## config.mk

```make
export PLATFORM = sky130hd
export DESIGN_NAME = id_ex_stage
export DESIGN_NICKNAME = d
export VERILOG_FILES = /design/src/rtl/id_ex_stage.sv
export SDC_FILE = /design/constraint.sdc
export NUM_CORES = 1
export LEC_CHECK = 0
export ABC_AREA = 1
export CAP_MARGIN = 25
export CORE_ASPECT_RATIO = 0.6
export CORE_MARGIN = 2
export CORE_UTILIZATION = 45
export CTS_CLUSTER_DIAMETER = 200
export DETAILED_ROUTE_END_ITERATION = 10
export PLACE_DENSITY = 0.82
export SLEW_MARGIN = 20
export SYNTH_ARGS = -nofsm -noshare
export SYNTH_HDL_FRONTEND = slang
export SYNTH_SLANG_ARGS = --single-unit
```

## constraint.sdc

```tcl
create_clock -name clk -period 3.6 [get_ports clk]
set_input_delay 0.36 -clock clk [delete_from_list [all_inputs] [get_ports clk]]
set_output_delay 0.36 -clock clk [all_outputs]
set_load 0.005 [all_outputs]
```

## src/rtl/id_ex_stage.sv

```systemverilog
// ID/EX pipeline register with load-use hazard detection and EX/MEM, MEM/WB
// operand forwarding feeding the ALU and the store-data path.
module id_ex_stage #(
  parameter int DATA_W = 32,
  parameter int REG_AW = 5,
  parameter int IMM_W  = 16
) (
  input  logic              clk,
  input  logic              rst,
  input  logic              stall,
  input  logic              flush,
  input  logic              id_valid,
  input  logic [REG_AW-1:0] id_rs,
  input  logic [REG_AW-1:0] id_rt,
  input  logic [REG_AW-1:0] id_rd,
  input  logic [DATA_W-1:0] id_rs_data,
  input  logic [DATA_W-1:0] id_rt_data,
  input  logic [IMM_W-1:0]  id_imm,
  input  logic              id_alusrc,
  input  logic [2:0]        id_aluop,
  input  logic              id_regwrite,
  input  logic              id_memread,
  input  logic              id_memwrite,
  input  logic              id_memtoreg,
  input  logic              exmem_regwrite,
  input  logic [REG_AW-1:0] exmem_rd,
  input  logic [DATA_W-1:0] exmem_result,
  input  logic              memwb_regwrite,
  input  logic [REG_AW-1:0] memwb_rd,
  input  logic [DATA_W-1:0] memwb_result,
  output logic              hazard_stall,
  output logic              ex_valid,
  output logic [DATA_W-1:0] alu_a,
  output logic [DATA_W-1:0] alu_b,
  output logic [2:0]        alu_op,
  output logic [DATA_W-1:0] ex_store_data,
  output logic [REG_AW-1:0] ex_rd,
  output logic              ex_regwrite,
  output logic              ex_memread,
  output logic              ex_memwrite,
  output logic              ex_memtoreg,
  output logic              ex_illegal_op
);

  logic              valid_q;
  logic [REG_AW-1:0] rs_q, rt_q, rd_q;
  logic [DATA_W-1:0] rs_data_q, rt_data_q, imm_q;
  logic              alusrc_q;
  logic [2:0]        aluop_q;
  logic              regwrite_q, memread_q, memwrite_q, memtoreg_q;
  logic              illegal_q;
  logic              bubble, load, op_undef;
  logic [DATA_W-1:0] fwd_rs, fwd_rt;

  always_comb begin
    hazard_stall = 1'b0;
    if (!stall && !flush && valid_q && memread_q && (rd_q != '0))
      hazard_stall = (rd_q == id_rs) || ((rd_q == id_rt) && !id_alusrc);
  end

  // hazard_stall is already masked by stall, so flush still outranks stall here
  assign bubble   = flush || hazard_stall;
  assign load     = !bubble && !stall;
  assign op_undef = (id_aluop == 3'd4) || (id_aluop == 3'd5) || (id_aluop == 3'd6);

  always_ff @(posedge clk or posedge rst) begin
    if (rst) begin
      valid_q    <= 1'b0;
      rs_q       <= '0;
      rt_q       <= '0;
      rd_q       <= '0;
      rs_data_q  <= '0;
      rt_data_q  <= '0;
      imm_q      <= '0;
      alusrc_q   <= 1'b0;
      aluop_q    <= '0;
      regwrite_q <= 1'b0;
      memread_q  <= 1'b0;
      memwrite_q <= 1'b0;
      memtoreg_q <= 1'b0;
      illegal_q  <= 1'b0;
    end else if (bubble) begin
      valid_q    <= 1'b0;
      rs_q       <= '0;
      rt_q       <= '0;
      rd_q       <= '0;
      rs_data_q  <= '0;
      rt_data_q  <= '0;
      imm_q      <= '0;
      alusrc_q   <= 1'b0;
      aluop_q    <= '0;
      regwrite_q <= 1'b0;
      memread_q  <= 1'b0;
      memwrite_q <= 1'b0;
      memtoreg_q <= 1'b0;
    end else if (load) begin
      valid_q    <= id_valid;
      rs_q       <= id_rs;
      rt_q       <= id_rt;
      rd_q       <= id_rd;
      rs_data_q  <= id_rs_data;
      rt_data_q  <= id_rt_data;
      imm_q      <= {{(DATA_W-IMM_W){id_imm[IMM_W-1]}}, id_imm};
      alusrc_q   <= id_alusrc;
      aluop_q    <= id_aluop;
      regwrite_q <= id_regwrite & id_valid;
      memread_q  <= id_memread  & id_valid;
      memwrite_q <= id_memwrite & id_valid;
      memtoreg_q <= id_memtoreg & id_valid;
      if (id_valid && op_undef)
        illegal_q <= 1'b1;
    end
  end

  always_comb begin
    fwd_rs = rs_data_q;
    if (exmem_regwrite && (exmem_rd != '0) && (exmem_rd == rs_q))
      fwd_rs = exmem_result;
    else if (memwb_regwrite && (memwb_rd != '0) && (memwb_rd == rs_q))
      fwd_rs = memwb_result;
  end

  always_comb begin
    fwd_rt = rt_data_q;
    if (exmem_regwrite && (exmem_rd != '0) && (exmem_rd == rt_q))
      fwd_rt = exmem_result;
    else if (memwb_regwrite && (memwb_rd != '0) && (memwb_rd == rt_q))
      fwd_rt = memwb_result;
  end

  assign alu_a         = fwd_rs;
  assign alu_b         = alusrc_q ? imm_q : fwd_rt;
  assign ex_store_data = fwd_rt;
  assign alu_op        = aluop_q;
  assign ex_valid      = valid_q;
  assign ex_rd         = rd_q;
  assign ex_regwrite   = regwrite_q & valid_q;
  assign ex_memread    = memread_q;
  assign ex_memwrite   = memwrite_q & valid_q;
  assign ex_memtoreg   = memtoreg_q;
  assign ex_illegal_op = illegal_q;

endmodule

```

After elaboration in Yosys (flattened, before gate mapping)

Cells that the tools add are included.
W data, S select, Z words.

Output and inout bits: 111
Register bits: 121
Input port bits: 184
Word-level logic and storage cells: 88

Reductions and logical operators: 26
Bitwise gates (word level): 7
Muxes and demuxes: 32
Equality and inequality tests: 9

Operators by type and width:

| kind                 | number |
|---|---|
| $mux W32             | 11 |
| $eq A5 B5 Y1         | 6 |
| $mux W5              | 6 |
| $reduce_bool A5 Y1   | 3 |
| $logic_and A1 B1 Y1  | 13 |
| $mux W1              | 13 |
| $eq A3 B3 Y1 const B | 3 |
| $and A1 B1 Y1        | 6 |
| $mux W3              | 2 |
| $logic_not A1 Y1     | 4 |
| $logic_or A1 B1 Y1   | 4 |
| $reduce_and A3 Y1    | 1 |
| $reduce_bool A2 Y1   | 1 |
| $not A1 Y1           | 1 |

Logic depth before layout (Yosys ltp)

Gate-level depths: netlist of the first run.

Depth in word-level cells: 11
Depth in mapped cells: 12
Gate-level depth less buffers: 10

Least setup slack after synthesis of the first run

No wires, ideal clock.

Path kind: register to output
Start: reg rs_q[0]
End: out alu_a[10]
Data required time: 3,240 ps
Cell stages (with the launch flop): 9
Path buffers: 1
Arrival time: 1,396 ps
Slack: 1,844 ps
Cell sequence: dfrtp_1 xnor2_1 nand2_1 nor3_1 nand2_1 inv_2 clkbuf_1 nand2_1 nand2_1

Word-level cells in the longest chain between the ends: 4
Elaborated cells between the ends (all ways): 6
Those cells by class: eq/ne: 2; mux: 2; reduce/logical: 2

Ends and longest elaborated chain:

| element                | RTL line | text |
|---|---|---|
| from (decl)            | 46       | `logic [REG_AW-1:0] rs_q, rt_q, rd_q;` |
| from (signal assigned) | 98       | `rs_q <= id_rs;` |
| $eq A5 B5 Y1           | 119      | `else if (memwb_regwrite && (memwb_rd != '0) && (memwb_rd == rs_q))` |
| $logic_and A1 B1 Y1    | 119      |  |
| $mux W32               | 119      |  |
| $mux W32 *             | 117      | `if (exmem_regwrite && (exmem_rd != '0) && (exmem_rd == rs_q))` |
| to (decl)              | 33       | `output logic [DATA_W-1:0] alu_a,` |

Every way passes the cells marked *; elsewhere a longest branch is shown, timed or not.

Worst setup path in the final report of the first run

Start: in memwb_rd[3]
End: out alu_a[13]

Word-level cells in the longest chain between the ends: 5
Elaborated cells between the ends (all ways): 6
Those cells by class: eq/ne: 1; mux: 2; reduce/logical: 3

Ends and longest elaborated chain:

| element               | RTL line | text |
|---|---|---|
| from (decl)           | 29       | `input logic [REG_AW-1:0] memwb_rd,` |
| $reduce_bool A5 Y1    | 119      |  |
| $logic_and A1 B1 Y1   | 119      |  |
| $logic_and A1 B1 Y1 * | 119      |  |
| $mux W32 *            | 119      |  |
| $mux W32 *            | 117      |  |

Marked as above.

==> impl_metrics.py, run 1 <==
metrics = {
    "run_status": {
        "status": "completed",
    },
    "timing": {
        "drv_slew": 0,
        "finalCritPeriodShare_pct": 93.0,
        "worstMarginPinSlew_ns": 1.01,
        "fin_ws_ns": 0.251,
        "min_period_ns": 3.35,
        "max_freq_mhz": 299,
        "slew_headroom_pct": 32.7,
        "rsz0062_at_grt": "no",
        "fin_tns_setup_ns": 0,
        "skew_ns": 0.0100,
        "hold_viol_final": 0,
        "setup_viol_count_final": 0,
    },
    "global_route": {
        "grt-ovfl-total": 0,
        "grt_max_degree": 209,
        "antenna_found_initial": 0,
        "grtUsageTotal_pct": 31.8,
        "grt_pass1_vias": 8059,
        "grt_pass1_wl_mm": 44.7,
    },
    "clock_tree": {
        "htree_num_levels": 3,
        "clock_latency_ns": 0.35,
        "cts_resized": 0,
        "cts_hold_buf": 0,
        "post_cts_buffers": 0,
        "clkTransAtPathRegs_ns": 0.07,
        "numCtsBuffers": 9,
        "root_buffer": "clkbuf_16",
        "cts_sinks": 105,
        "clockBufferDepth": 2,
        "cts_tree": "done",
    },
    "cells_and_area": {
        "fin_util_pct": 66.5,
        "area_delta_synth_final_pct": 43.7,
        "instances_no_fill": 1529,
        "finalNetCount": 1479,
        "drive_above_1_share_pct": 4.00,
    },
    "logic_synthesis": {
        "synthesis.area_um2": 7570,
        "synth_seq_cells": 105,
        "yosys.cell_types.count": 27,
        "synth_nets": 1259,
        "synthCells": 1075,
        "yosysWarnings": 0,
        "netlist.area_leader.share_pct": 34.7,
        "synth-seq-area-share_pct": 34.7,
        "yosysTopAreaCell": "dfrtp_1",
        "syn_area_per_cell_um2": 7.04,
        "yosys-top-cells-area": "dfrtp_1 35%, nand4_1 17%, nand2_1 16%",
    },
    "placement": {
        "dpl_worst_slack_ns": 0.274,
        "dp_cells": 1511,
        "routabilityCongestion": 0.880,
        "io_buffer_count": 294,
        "dp_hpwl_mm": 20.3,
    },
    "drt": {
        "ant_nets": 0,
        "viasPerCell": 5.80,
        "drtIter0Drc": 1296,
        "routed_wl_mm": 29.3,
        "first_pass_iters": 6,
        "drc_errors": 0,
        "avgRoutedWirePerCell_um": 19.2,
        "dr_total_vias": 8869,
    },
    "run": {
        "maxCapViolCount": 0,
    },
    "worst_setup_path": {
        "cp_max_fo": 33,
        "reg2reg_slack_ns": 1.36,
        "cp_cell_sequence": "clkdlybuf4s50_1, xor2_1, nor2_4, nand2_1, buf_4, nand2_1, nand3_1, nand2_1, clkdlybuf4s50_1",
        "path_class": "input port to output pin",
        "worstPathArrival_ns": 2.99,
        "reg2regPathDepth": 9,
        "reg2reg_from": "ex_rd[1]",
        "cp_slowest_stage_delay_ns": 0.72,
        "endpoint_kind": "output pin",
        "cpMostUsedCell": "nand2_1",
        "cp_slowest_cell": "nor2_4",
        "worstReg2RegEnd": "rs_data_q[23]",
        "required_ns": 3.24,
        "start_kind": "input port",
    },
    "die": {
        "dieArea_um2": 17900,
        "ios": 295,
        "row_count": 36,
        "die_h_um": 104,
        "initial_utilization_pct": 46.3,
        "fp.dieW_um": 171,
        "core_um2": 16400,
    },
    "worst_hold_path": {
        "hold_class": "input port to flip-flop",
        "min_path_cells": 3,
        "hold_start": "stall",
        "min_to": "ex_rd[4]",
    },
    "power_and_ir_drop": {
        "vdd_ir_drop_max_uv": 198,
        "p_per_area_nw_per_um2": 300,
        "p_leak_nw": 5.22,
    },
}
==> synth_stat cells, drive strengths merged <==
library cell  count
nand3b           65
xnor2             8
clkinv            1
and2             32
a21o              1
a21oi             1
buf              60
inv              59
o21ai             2
nor3              5
clkbuf           48
nand2           313
dfrtp           105
nand4           209
xor2             14
a21boi            1
nand3           134
nor2             17
==> metal layers <==
metal / part of all wire, % / up-vias / global-route usage, %
met5: 0 / - / 0
met4: 1.7 / 0 / 7.45
met3: 11 / 40 / 7.53
met2: 43 / 506 / 46.2
met1: 44 / 4171 / 47.4
li1: - / 4152 / -
==> cells by family after synthesis <==
kind of cell | count (synthesis) | synth area share [%]
compound gates | 5 | 0.397
xor+xnor | 22 | 2.55
buf+inv | 168 | 10.1
flops | 105 | 34.7
simple gates | 775 | 52.2
==> metrics by stage <==
step                total power [W]  hold WS, ns  cell area, µm²
floorplan                   0.00168        0.457            7570
global placement            0.00223        0.479           10500
detailed placement          0.00224        0.479           10500
CTS                         0.00327        0.390           10900
global route                0.00341        0.401           10900
finish                      0.00327        0.405           10900
==> worst max-delay path: cells and delay by family <==
family        cells  cell delay (ns)
buf+inv           3             1.27
simple gates      5             1.11
xor+xnor          1             0.21
==> report_power, final <==
group / leakage (nW) / switching (W) / internal (W) / total [W]
sequential: 1.39 / 0.0000466 / 0.00124 / 0.00129
clock: 0.146 / 0.000473 / 0.000567 / 0.00104
combinational: 3.68 / 0.000449 / 0.000490 / 0.000939
==> layout make-up <==
class	instances	area, µm²
diodes	1	2.50
clock buffers	10	239
clock inverters	6	71.3
fillers	1457	5470
inverters	60	235
multi-input cells	802	4220
flip-flops and latches	105	2630
well taps	228	285
repair buffers	317	3200
==> cells in the final DEF (no fill, tap or decap), types with 2 or more instances in the layout <==
cell type,netlist,layout
and2_1,32,32
buf_12,1,7
buf_4,1,17
clkbuf_16,0,9
clkdlybuf4s50_1,0,293
clkinvlp_4,0,2
dfrtp_1,105,105
inv_1,58,56
inv_4,0,2
inv_6,0,4
nand2_1,313,312
nand3_1,134,134
nand3b_1,65,65
nand4_1,209,209
nor2_1,16,13
nor2_4,0,4
nor3_1,2,2
nor3_4,1,2
xnor2_1,8,8
xor2_1,14,14
==> worst max path at each step <==
stage / from / to / slack [ns] / depth (start not counted)
after floorplan: rst / alu_op[0] / 0.48 / 1
after global placement: memwb_rd[3] / alu_a[31] / 0.39 / 9
after detailed placement: memwb_rd[3] / alu_a[4] / 0.27 / 9
after CTS: memwb_rd[3] / alu_a[4] / 0.27 / 9
after global routing: memwb_rd[3] / alu_a[13] / 0.10 / 9
final: memwb_rd[3] / alu_a[13] / 0.25 / 9
==> registers in the layout (all words and copies together) (netlist names), 3 cells and up <==
signal     count
imm_q         16
rs_q           5
alu_op         3
ex_rd          5
rt_data_q     32
rs_data_q     32
rt_q           5
Note: power is estimated with default switching activity, not from simulation.
==> run 2: changes to the inputs <==
--- a/config.mk
+++ b/config.mk
@@ -5,14 +5,14 @@
 export SDC_FILE = /design/constraint.sdc
 export NUM_CORES = 1
 export LEC_CHECK = 0
-export ABC_AREA = 1
+export ABC_AREA = 0
 export CAP_MARGIN = 25
 export CORE_ASPECT_RATIO = 0.6
 export CORE_MARGIN = 2
-export CORE_UTILIZATION = 45
+export CORE_UTILIZATION = 42
 export CTS_CLUSTER_DIAMETER = 200
 export DETAILED_ROUTE_END_ITERATION = 10
-export PLACE_DENSITY = 0.82
+export PLACE_DENSITY = 0.81
 export SLEW_MARGIN = 20
 export SYNTH_ARGS = -nofsm -noshare
 export SYNTH_HDL_FRONTEND = slang
==> run 2 against run 1 <==
Against the previous run: non-clock buffer count increased by 6; cell count decreased by 22%; critical path depth unchanged; combinational power decreased by 9.3%; via count decreased by 21%; synthesized cell count decreased by 33%; first-iteration DRC count decreased by 47%; critical path type unchanged; largest cell class unchanged.
==> impl_metrics.py, run 2 <==
metrics = {
    "run_status": {
        "status": "completed",
    },
    "timing": {
        "worstMarginPinSlew_ns": 0.973,
        "holdWs_ns": 0.362,
        "drv_slew": 0,
        "max_freq_mhz": 285,
        "skew_ns": 0.00637,
        "finalCritPeriodShare_pct": 97.4,
        "slew_headroom_pct": 35.0,
        "fin_tns_setup_ns": 0,
        "setup_viol_count_final": 0,
        "hold_viol_final": 0,
        "rsz0062_at_grt": "no",
        "min_period_ns": 3.51,
    },
    "clock_tree": {
        "clkTransAtPathRegs_ns": 0.07,
        "numCtsBuffers": 9,
        "clock_latency_ns": 0.34,
        "cts_sinks": 105,
        "cts_tree": "done",
        "root_buffer": "clkbuf_16",
        "cts_hold_buf": 0,
        "clockBufferDepth": 2,
        "htree_num_levels": 3,
    },
    "logic_synthesis": {
        "synth_top_family_by_area": "compound AO/OA/AOI/OAI gates",
        "synth_commonest_cells": "113 x nand2_1, 105 x dfrtp_1, 78 x nor2_1, 53 x o22ai_1, 50 x a32o_1",
        "syn_area_per_cell_um2": 8.81,
        "synthesis.area_um2": 6390,
        "async_flop_share_pct": 100,
        "yosys-top-cells-area": "dfrtp_1 41%, a32o_1 7.8%, nand2_1 6.6%",
        "yosysTopAreaCell": "dfrtp_1",
        "synth-xor-area-share_pct": 4.11,
        "synth-simple-area-share_pct": 17.2,
        "synth_nets": 909,
        "yosysWarnings": 0,
        "post-synth-top-count-cell": "nand2_1",
        "synth_compound_gate_area_share_pct": 24.2,
        "yosys.cell_types.count": 40,
        "netlist.area_leader.share_pct": 41.1,
        "synth_seq_cells": 105,
        "synthCells": 725,
        "synth_flop_cell": "dfrtp_1",
        "synth_edf_count": 0,
        "yosys-mux-area-fraction_pct": 6.95,
        "synthAdderAreaFrac_pct": 0,
        "synth-seq-area-share_pct": 41.1,
    },
    "worst_setup_path": {
        "required_ns": 3.24,
        "cp_top_family": "buffers and inverters",
        "reg2reg_slack_ns": 1.22,
        "cp_slowest_stage_delay_ns": 0.54,
        "cp_cell_sequence": "clkdlybuf4s50_1, or4_4, o211ai_2, or2_1, buf_8, a31oi_1, buf_4, mux2_2, clkdlybuf4s50_1",
        "reg2regPathDepth": 6,
        "reg2reg_from": "ex_rd[0]",
        "worstReg2RegEnd": "rt_data_q[13]",
        "cp_slowest_cell": "or4_4",
        "start_kind": "input port",
        "cp_max_fo": 19,
        "cpMostUsedCell": "clkdlybuf4s50_1",
        "worstPathArrival_ns": 3.15,
        "endpoint_kind": "output pin",
        "path_depth": 9,
        "path_class": "input port to output pin",
        "path_buf_inv": 4,
    },
    "global_route": {
        "antenna_found_initial": 5,
        "grt_pass1_vias": 6777,
        "grtUsageTotal_pct": 31.5,
        "grt-ovfl-total": 0,
        "grt_pass1_wl_mm": 39.3,
        "grt_max_degree": 58,
    },
    "power_and_ir_drop": {
        "power_frac_seq_pct": 41.6,
        "switching_share_pct": 27.3,
        "p_total_w": 0.00314,
        "comb_power_share_pct": 27.2,
        "switchingPower_w": 0.000857,
        "p_leak_nw": 3.89,
        "clkPwrFrac_pct": 31.2,
        "p_int_w": 0.00228,
        "vdd_ir_drop_max_uv": 262,
        "p_per_area_nw_per_um2": 318,
    },
    "placement": {
        "placed_area_um2": 9530,
        "dp_cells": 1170,
        "dp_hpwl_mm": 18.7,
        "io_buffer_count": 294,
        "routabilityCongestion": 0.916,
    },
    "cells_and_area": {
        "nFillCells": 1239,
        "drive_above_1_share_pct": 7.69,
        "finalInstanceArea_um2": 9860,
        "finalNetCount": 1167,
        "layout_commonest_cell": "clkdlybuf4s50_1",
        "largestRegisters": "rs_data_q: 32 flops, rt_data_q: 32 flops, imm_q: 16 flops",
        "instances_no_fill": 1188,
        "area_delta_synth_final_pct": 54.3,
        "final_cell_mix": "292 x clkdlybuf4s50_1, 113 x nand2_1, 104 x dfrtp_1",
    },
    "die": {
        "fp.dieW_um": 163,
        "ios": 295,
        "row_count": 34,
        "core_um2": 14700,
        "initial_utilization_pct": 43.5,
        "die_h_um": 99.5,
        "dieArea_um2": 16200,
    },
    "drt": {
        "first_pass_iters": 5,
        "viasPerCell": 5.93,
        "ant_nets": 0,
        "drtIter0Drc": 682,
        "drc_errors": 0,
        "routed_wl_mm": 25.8,
        "dr_total_vias": 7049,
        "avgRoutedWirePerCell_um": 21.7,
    },
    "run": {
        "maxCapViolCount": 0,
    },
    "worst_hold_path": {
        "hold_class": "input port to asynchronous set/reset pin",
    },
}
==> run 2: routing by layer <==
layer  wire length, µm  up-vias  global-route usage (%)
met5                37        -                       0
met4               358        6                    7.08
met3              2720       35                    10.3
met2             11500      357                    48.9
met1             11200     3461                    43.1
li1                  -     3190                       -
==> run 2: what timing repair did <==
item / 4_1_cts / 5_1_grt
pin swaps: 0 / 1
setup endpoints to repair: 22 / 4
endpoints found under the hold margin: 0 / 0
setup buffers: 0 / 0
resized for setup: 1 / 4
==> run 2: kinds of logic after synthesis <==
family          count (synthesis)
buf+inv                        88
mux                            43
xor+xnor                       30
flops                         105
compound gates                207
simple gates                  252
==> run 2: how the worst max path moves through the flow <==
| stage | start | to |
|---|---|---|
| 2_1_floorplan | rst | alu_op[0] |
| 3_3_place_gp | memwb_rd[0] | alu_b[23] |
| 3_5_place_dp | memwb_rd[0] | alu_b[15] |
| 4_1_cts | exmem_rd[3] | alu_b[15] |
| 5_1_grt | exmem_rd[3] | alu_b[13] |
| 6_report | exmem_rd[3] | alu_b[14] |
==> run 2: metrics by stage <==
| step | utilization [%] | setup WS [ns] |
|---|---|---|
| CTS | 67.0 | 0.00312 |
| floorplan | - | 0.479 |
| global placement | 64.9 | 0.0471 |
| detailed placement | 64.9 | -0.101 |
| global route | 67.1 | 0.00169 |
| finish | 67.2 | 0.0940 |
==> run 2: layout make-up <==
cell class              instances  area, µm²  share of cell area [%]
multi-input cells             532       3420                    34.7
repair buffers                323       3210                    32.5
flip-flops and latches        105       2630                    26.7
clock buffers                  12        267                    2.70
well taps                     198        248                    2.51
inverters                      12       47.5                   0.482
clock inverters                 4       33.8                   0.343
diodes                          2       5.00                  0.0508
==> run 2: worst register-to-register path, cell delays in order, from the launching register on <==
cell,delay (ns)
dfrtp_1,0.50
xnor2_1,0.20
nand4_1,0.11
o32ai_1,0.50
o2111ai_4,0.21
buf_4,0.38
a32o_1,0.37
==> run 2: power by group through the flow <==
stage / combinational, W / sequential (W) / clock, W
2_1_floorplan: 0.000328 / 0.00130 / 0
3_3_place_gp: 0.000834 / 0.00132 / 0
3_5_place_dp: 0.000845 / 0.00132 / 0
4_1_cts: 0.000850 / 0.00130 / 0.000999
5_1_grt: 0.000915 / 0.00131 / 0.00105
6_report: 0.000852 / 0.00130 / 0.000980
==> run 3: changes to the inputs <==
--- a/config.mk
+++ b/config.mk
@@ -12,7 +12,7 @@
 export CORE_UTILIZATION = 42
 export CTS_CLUSTER_DIAMETER = 200
 export DETAILED_ROUTE_END_ITERATION = 10
-export PLACE_DENSITY = 0.81
+export PLACE_DENSITY = 0.77
 export SLEW_MARGIN = 20
 export SYNTH_ARGS = -nofsm -noshare
 export SYNTH_HDL_FRONTEND = slang
==> run 3 against run 2 <==
Against the previous run: sequential share of layout area grew 0.061 points; utilization down 0.15 points; worst hold slack better by 0.084 ns; via count down 0.40%; critical path depth unchanged; maximum frequency up 0.69%; first-iteration DRC count up 10%; critical endpoint is now alu_b[13].
==> impl_metrics.py, run 3 (same netlist as run 2, synthesis figures left out) <==
metrics = {
    "run": {
        "maxCapViolCount": 0,
    },
    "global_route": {
        "grt_pass1_vias": 6590,
        "grtUsageTotal_pct": 31.2,
        "antenna_found_initial": 1,
        "grt-ovfl-total": 0,
        "grt_pass1_wl_mm": 39.0,
        "grt_max_degree": 59,
    },
    "worst_setup_path": {
        "reg2regPathDepth": 6,
        "worstPathArrival_ns": 3.12,
        "endpoint_kind": "output pin",
        "startpoint": "exmem_rd[1]",
        "required_ns": 3.24,
        "path_class": "input port to output pin",
        "cp_max_fo": 32,
        "reg2reg_from": "ex_rd[0]",
        "worstReg2RegEnd": "rs_data_q[27]",
        "start_kind": "input port",
        "reg2reg_slack_ns": 1.19,
    },
    "timing": {
        "drv_slew": 0,
        "slew_headroom_pct": 37.5,
        "skew_ns": 0.0123,
        "min_period_ns": 3.48,
        "worstMarginPinSlew_ns": 0.938,
        "fin_tns_setup_ns": 0,
        "setup_viol_count_final": 0,
        "max_freq_mhz": 287,
        "rsz0062_at_grt": "no",
        "finalCritPeriodShare_pct": 96.7,
        "hold_viol_final": 0,
    },
    "worst_hold_path": {
        "hold_class": "input port to asynchronous set/reset pin",
    },
    "clock_tree": {
        "root_buffer": "clkbuf_16",
        "cts_resized": 0,
        "cts_hold_buf": 0,
        "htree_num_levels": 3,
        "cts_sinks": 105,
        "post_cts_buffers": 0,
        "clkTransAtPathRegs_ns": 0.07,
        "clockBufferDepth": 2,
        "clock_latency_ns": 0.35,
        "cts_tree": "done",
        "numCtsBuffers": 9,
    },
    "placement": {
        "placed_area_um2": 9500,
        "io_buffer_count": 294,
        "routabilityCongestion": 0.941,
        "dp_hpwl_mm": 18.5,
    },
    "cells_and_area": {
        "largestRegisters": "rs_data_q: 32 flops, rt_data_q: 32 flops, imm_q: 16 flops",
        "area_delta_synth_final_pct": 53.9,
        "final_cell_mix": "292 x clkdlybuf4s50_1, 113 x nand2_1, 104 x dfrtp_1",
        "finalNetCount": 1165,
        "drive_above_1_share_pct": 7.30,
        "finalInstanceArea_um2": 9840,
        "layout_commonest_cell": "clkdlybuf4s50_1",
    },
    "drt": {
        "viasPerCell": 5.92,
        "drtIter0Drc": 753,
        "drc_errors": 0,
        "first_pass_iters": 6,
        "avgRoutedWirePerCell_um": 21.8,
        "ant_nets": 0,
        "routed_wl_mm": 25.8,
        "dr_total_vias": 7021,
    },
    "die": {
        "row_count": 34,
        "fp.dieW_um": 163,
        "ios": 295,
        "core_um2": 14700,
        "dieArea_um2": 16200,
        "die_h_um": 99.5,
        "initial_utilization_pct": 43.5,
    },
    "power_and_ir_drop": {
        "p_per_area_nw_per_um2": 324,
        "vdd_ir_drop_max_uv": 222,
        "p_leak_nw": 3.89,
    },
    "run_status": {
        "status": "completed",
    },
}
## run 3: layout make-up
| cell class | count | area, µm² |
|---|---|---|
| Inverter | 12 | 47.5 |
| Timing Repair Buffer | 321 | 3190 |
| Tap cell | 198 | 248 |
| Antenna cell | 1 | 2.50 |
| Multi-Input combinational cell | 532 | 3410 |
| Clock inverter | 5 | 61.3 |
| Sequential cell | 105 | 2630 |
| Fill cell | 1228 | 4840 |
| Clock buffer | 11 | 253 |
## run 3: where the power goes
part,internal [W],switching (W)
registers,0.00124,0.0000614
logic,0.000500,0.000346
clock network,0.000583,0.000456
## run 3: routing by layer
layer	GRT usage (%)	wire, µm
met5	0	0
met4	4.70	236
met3	9.76	2770
met2	47.7	11600
met1	44.4	11300
## run 3: critical path, cell delays in order
cell,delay [ns]
clkdlybuf4s50_1,0.47
or4_1,0.60
o211ai_2,0.23
or2_1,0.17
buf_12,0.22
a31oi_1,0.18
buf_4,0.19
mux2_2,0.25
clkdlybuf4s50_1,0.44
## run 3: through the flow
stage               hold slack, ns  setup WS [ns]  instances  utilization [%]  total power, W
global placement             0.450          0.152       1166             64.7         0.00215
global route                 0.492         0.0180       1184             67.0         0.00332
floorplan                    0.458          0.479        725                -         0.00163
detailed placement           0.459         0.0557       1166             64.7         0.00216
finish                       0.446          0.118       1185             67.0         0.00319
CTS                          0.468         0.0457       1182             66.8         0.00320
## run 3: worst max path at each step
stage / end / slack (ns) / cells after the start
4_1_cts: alu_b[18] / 0.05 / 7
5_1_grt: alu_b[27] / 0.02 / 9
3_5_place_dp: alu_b[18] / 0.06 / 7
6_report: alu_b[13] / 0.12 / 9
3_3_place_gp: alu_b[25] / 0.15 / 7
2_1_floorplan: alu_op[0] / 0.48 / 1
